===== src/rtl/tmr_count_unit.sv =====
// Timer count engine: prescaled 8-bit up/down counter feeding the overflow/underflow
// checker, plus sticky ovf/udf status, clear strobe return and timer interrupt.
module tmr_count_unit #(
  parameter int PRESC_W = 4,
  parameter int CNT_W   = 8
) (
  input  logic             checkflow_clk,
  input  logic             checkflow_reset_n,
  input  logic             tcr_en,
  input  logic             tcr_load,
  input  logic             tcr_up_down,
  input  logic [1:0]       tcr_cks,
  input  logic [CNT_W-1:0] tdr,
  input  logic             ovf_pulse,
  input  logic             udf_pulse,
  input  logic [1:0]       tsr_clr,
  input  logic [1:0]       tier,
  output logic [CNT_W-1:0] counter_value,
  output logic [CNT_W-1:0] counter_last_value,
  output logic [1:0]       clear_flag,
  output logic             tsr_ovf,
  output logic             tsr_udf,
  output logic             tmr_int
);

  logic [PRESC_W-1:0] presc;
  logic [PRESC_W-1:0] presc_mask;
  logic               run;
  logic               tick;

  // Low (tcr_cks+1) prescaler bits all ones marks the last clock of a period.
  always_comb begin
    presc_mask = '0;
    for (int i = 0; i < PRESC_W; i++)
      if (i <= int'(tcr_cks)) presc_mask[i] = 1'b1;
  end

  assign run  = tcr_en & ~tcr_load;
  assign tick = run & ((presc & presc_mask) == presc_mask);

  always_ff @(posedge checkflow_clk or negedge checkflow_reset_n) begin
    if (!checkflow_reset_n) begin
      presc              <= '0;
      counter_value      <= '0;
      counter_last_value <= '0;
      clear_flag         <= '0;
      tsr_ovf            <= 1'b0;
      tsr_udf            <= 1'b0;
    end else begin
      presc <= run ? presc + PRESC_W'(1) : '0;
      if (tcr_load)
        counter_value <= tdr;
      else if (tick)
        counter_value <= tcr_up_down ? counter_value - CNT_W'(1) : counter_value + CNT_W'(1);
      counter_last_value <= counter_value;
      clear_flag         <= tsr_clr;
      // A pulse in the same cycle as its clear keeps the flag set.
      tsr_ovf <= ovf_pulse | (tsr_ovf & ~tsr_clr[0]);
      tsr_udf <= udf_pulse | (tsr_udf & ~tsr_clr[1]);
    end
  end

  assign tmr_int = (tsr_ovf & tier[0]) | (tsr_udf & tier[1]);

endmodule


===== config.mk =====
export PLATFORM = sky130hd
export DESIGN_NAME = tmr_count_unit
export DESIGN_NICKNAME = d
export VERILOG_FILES = /design/src/rtl/tmr_count_unit.sv
export SDC_FILE = /design/constraint.sdc
export NUM_CORES = 1
export LEC_CHECK = 0
export ABC_AREA = 0
export BUFFER_PORTS_ARGS = -buffer_cell sky130_fd_sc_hd__buf_2
export CAP_MARGIN = 20
export CELL_PAD_IN_SITES_DETAIL_PLACEMENT = 0
export CELL_PAD_IN_SITES_GLOBAL_PLACEMENT = 2
export CORE_ASPECT_RATIO = 1.75
export CORE_MARGIN = 5
export CORE_UTILIZATION = 30
export CTS_CLUSTER_DIAMETER = 30
export DETAILED_ROUTE_END_ITERATION = 8
export GPL_ROUTABILITY_DRIVEN = 0
export PLACE_DENSITY = 0.75
export SYNTH_ARGS = -nofsm -noshare
export SYNTH_HDL_FRONTEND = slang
export SYNTH_SLANG_ARGS = --single-unit

===== constraint.sdc =====
create_clock -name checkflow_clk -period 2.6 [get_ports checkflow_clk]
set_clock_uncertainty 0.1 [all_clocks]
set_input_delay 0 -clock checkflow_clk [delete_from_list [all_inputs] [get_ports checkflow_clk]]
set_output_delay 0 -clock checkflow_clk [all_outputs]
set_load 0.01 [all_outputs]

### Word level (Yosys, flattened, before mapping)

Index checks and enable logic that the tools add are counted.

| cells by class | value |
|---|---|
| add/subtract/negate cells | 3 |
| bitwise gates (word level) | 13 |
| multiplexer cells | 7 |
| magnitude comparators | 3 |
| reductions and logical operators | 1 |
| equality and inequality tests | 1 |

Operators with widths:

| operator | number |
|---|---|
| 8-bit two-way mux | 3 |
| 8-bit by 1-bit adder with 8-bit output, second input constant | 1 |
| 8-bit by 1-bit subtractor with 8-bit output, second input constant | 1 |
| 1-bit AND | 6 |
| 4-bit by 1-bit adder with 4-bit output, second input constant | 1 |
| 4-bit AND | 1 |
| 4-bit equality test | 1 |
| 2-bit less-or-equal comparator, first input constant | 2 |
| 4-bit two-way mux | 1 |
| 1-bit two-way mux | 3 |
| 1-bit NOT | 3 |
| 1-bit OR | 3 |
| 1-bit by 2-bit less-or-equal comparator with 1-bit output, first input constant | 1 |
| 2-bit nonzero test | 1 |

| storage, ports and cells | value |
|---|---|
| output and inout port bits | 21 |
| bits of input ports | 21 |
| word-level logic and storage cells | 34 |
| register bits after elaboration | 24 |

### Logic depth before layout (Yosys ltp)

| logic depth | value |
|---|---|
| depth after elaboration | 7 |
| mapped depth | 7 |
| depth with buffers taken out | 7 |

### Worst setup path after synthesis

Ideal clock, no wire load.

| timing | value |
|---|---|
| path kind | reg-to-reg |
| start | register counter_value[0] |
| end | register counter_value[6] |
| setup slack | 0.678 ns |
| buffers on the path | 0 |
| library setup time | 0.126 ns |
| arrival time | 1.696 ns |
| stages on the path, launching flop included | 8 |
| required time | 2.374 ns |
| cells stage by stage | dfrtp_1 > inv_1 > fa_1 > nor2b_1 > o31ai_1 > a21oi_1 > xor2_1 > a221o_1 |

| between the ends | value |
|---|---|
| longest elaborated chain between the ends | 4 |

RTL lines:

| item | RTL line | text |
|---|---|---|
| from (decl) | 18 | `output logic [CNT_W-1:0] counter_value,` |
| from (signal assigned) | 52 | `counter_value <= tdr;` |
| from (signal assigned) | 54 | `counter_value <= tcr_up_down ? counter_value - CNT_W'(1) : counter_value + CNT_W'(1);` |
| 8-bit by 1-bit adder with 8-bit output or 8-bit by 1-bit subtractor with 8-bit output (tied branches) | 54 |  |
| 8-bit two-way mux * | 54 |  |
| 8-bit two-way mux * | 53 | `else if (tick)` |
| 8-bit two-way mux * | 51 | `if (tcr_load)` |

Every way passes the cells marked *; elsewhere a longest branch is shown, timed or not. The select of a mux whose other input is x is not followed.
A chain may end at the register's enable or synchronous reset.

### Worst setup path after layout

Ends and elaborated chain as after synthesis.

==> results.py <==
metrics = {
    "final_layout": {
        "drive_gt1_frac": 0.317,
        "nets": 192,
        "diodes": 0,
        "final_core_util": 0.420,
        "layout_commonest_cell": "buf_2",
        "multi_input_area_um2": 551,
        "fill_cells": 384,
        "seq_area_um2": 601,
        "layout_common_cells": "41 x buf_2, 24 x dfrtp_1, 14 x dlygate4sd3_1",
        "final_area_mm2": 0.00162,
        "area_growth_pct": 36.6,
    },
    "die": {
        "dieWidth_um": 57.6,
        "fp.dieH_um": 93.3,
        "start_util": 0.307,
        "design.portCount": 42,
        "row_count": 30,
        "core-area_mm2": 0.00387,
        "die_area_mm2": 0.00537,
    },
    "placement": {
        "placed_area_mm2": 0.00144,
        "io_buffer_count": 41,
        "place_hpwl_mm": 2.21,
    },
    "synthesis": {
        "ys.flop_type": "dfrtp_1",
        "yosys_warnings": 0,
        "synth_edf_count": 0,
        "yosysUniqueCellTypes": 36,
        "syn_inst": 105,
        "netlist_area_mm2": 0.00119,
        "syn_avg_cell_area_um2": 11.3,
        "synth.ff_latch_count": 24,
        "async_flop_share": 1.00,
        "yosysSeqAreaShare": 0.505,
        "syn-num-nets": 134,
    },
    "clocking": {
        "cts_tree": "done",
        "clkLatencyLatePin_ps": 260,
        "clk_pin_slew_ps": 80,
        "root_buffer": "clkbuf_8",
        "post-cts-setup-buffers": 0,
        "clock-sinks": 24,
        "numCtsBuffers": 3,
        "htree_levels": 1,
        "clockBufferDepth": 2,
    },
    "timing": {
        "slew_violations": 0,
        "max_freq_mhz": 490,
        "rsz0062_at_grt": "no",
        "relSlewSlack": 0.646,
        "tns_ps": 0,
        "hold_violations": 0,
        "fin_crit_ps": 2040,
        "post-route-period-util": 0.785,
        "tightest_slew_ps": 531,
        "finalSetupViolations": 0,
    },
    "grt": {
        "grt_pass1_vias": 1031,
        "grt-ovfl-total": 0,
        "grt_first_pass_wirelength_mm": 4.59,
        "grt_max_degree": 25,
        "antenna_found_initial": 0,
        "grt_usage": 0.110,
    },
    "worst_setup_path": {
        "required_ps": 2650,
        "crit_buf_inv": 1,
        "endpoint_kind": "register",
        "crit_path_start_kind": "register",
        "cp_slowest_stage_delay_ps": 420,
        "worstPathMaxFanout": 5,
        "path_class": "register to register",
        "cp_cell_sequence": "inv_1, fa_1, nor2b_1, o31ai_1, a21oi_1, xor2_1, a221o_1",
        "cp.arrival_ps": 2090,
        "cp_top_family": "compound AO/OA/AOI/OAI gates",
        "r2r_slack_ps": 560,
        "critical_path.slowest_cell": "dfrtp_1",
    },
    "flow_run": {
        "maxCapViolations": 0,
    },
    "min_path": {
        "hold_class": "primary input to register",
    },
    "power": {
        "power_leakage_uw": 0.000790,
        "p_per_area_mw_per_mm2": 525,
        "peakVddDrop_mv": 0.298,
    },
    "route": {
        "routedWlPerCell_um": 13.8,
        "via_count": 999,
        "drt_iter0_drc": 37,
        "first_pass_iters": 4,
        "drt-total-wl_mm": 2.88,
        "drtAntennaViolNets": 0,
        "via_per_inst": 4.78,
        "drc_errors": 0,
    },
    "outcome": {
        "status": "finished clean",
    },
}
-- worst paths after layout --
check	from	to	depth (start not counted)
setup / recovery	counter_value[0]	counter_value[6]	7
hold / removal	tcr_load	counter_value[7]	2
setup reg to reg	counter_value[0]	counter_value[6]	7
hold reg to reg	counter_value[2]	counter_last_value[2]	0
max in group asynchronous	checkflow_reset_n	counter_value[5]	2
min in group asynchronous	checkflow_reset_n	tsr_udf	2
-- through the flow --
step	total power [uW]	instances	worst slack, ps	hold WS [ps]
6_report	853	209	558	24.6
5_1_grt	902	209	419	38.9
4_1_cts	863	209	574	20.9
3_5_place_dp	629	192	609	-86.9
3_3_place_gp	625	192	642	-87.4
2_1_floorplan	549	105	678	-396
-- layer usage --
layer  track usage  part of all wire
met1         0.110              0.37
met2         0.211              0.55
met3        0.0207             0.075
met4        0.0464             0.011
met5             0                 0
-- final cells by class --
type	count	share of cell area
inverters	7	0.0162
well taps	48	0.0370
clock buffers	3	0.0254
multi-input cells	72	0.339
flip-flops and latches	24	0.370
repair buffers	55	0.213
-- cell families (layout without fill, tap and decap cells) --
group                    count (synthesis)  count (layout)  synth area share
AO/OA/AOI/OAI                           26              26             0.175
multiplexers                             2               2            0.0179
AND/OR/NAND/NOR                         29              29             0.128
adder cells (fa/ha/maj)                  8               8            0.0905
buffers and inverters                    9              65            0.0316
flip-flops                              24              24             0.505
XOR/XNOR                                 7               7            0.0516
-- sequential cells by signal, indices dropped and copies added, names as in the netlist --
| register | count |
|---|---|
| counter_value | 8 |
| counter_last_value | 8 |
| presc | 4 |
| clear_flag | 2 |
| tsr_ovf | 1 |
| tsr_udf | 1 |
-- power by group --
part           total [uW]  switching, uW  internal [uW]
Combinational         214            109            105
Sequential            420           18.9            401
Clock                 218            115            104
Total                 853            243            610
-- Yosys cell counts, types with 2 or more instances --
library cell / instances / area [um^2]
dfrtp_1: 24 / 601
ha_1: 7 / 87.6
inv_1: 7 / 26.3
nor2_1: 7 / 26.3
o21ai_0: 5 / 25.0
xnor2_1: 5 / 43.8
a21o_1: 4 / 30.0
a221o_1: 4 / 40.0
nand2_1: 4 / 15.0
nor2b_1: 4 / 25.0
a21oi_1: 3 / 15.0
and2_1: 3 / 18.8
nand2b_1: 2 / 12.5
nand4_1: 2 / 12.5
nor3_1: 2 / 10.0
xor2_1: 2 / 17.5
-- what timing repair did --
action                    in CTS  in global routing
hold endpoints to repair      39                  0
resized for setup              0                  0
hold buffers                  14                  0
-- worst register-to-register path: cells and delay by family, from the launching register on --
| family | cells | cell delay [ps] |
|---|---|---|
| flops | 1 | 420 |
| simple gates | 1 | 220 |
| compound gates | 3 | 590 |
| xor+xnor | 1 | 80 |
| fa+ha+maj | 1 | 420 |
| buf+inv | 1 | 110 |
Note: power is estimated with default switching activity, not from simulation.
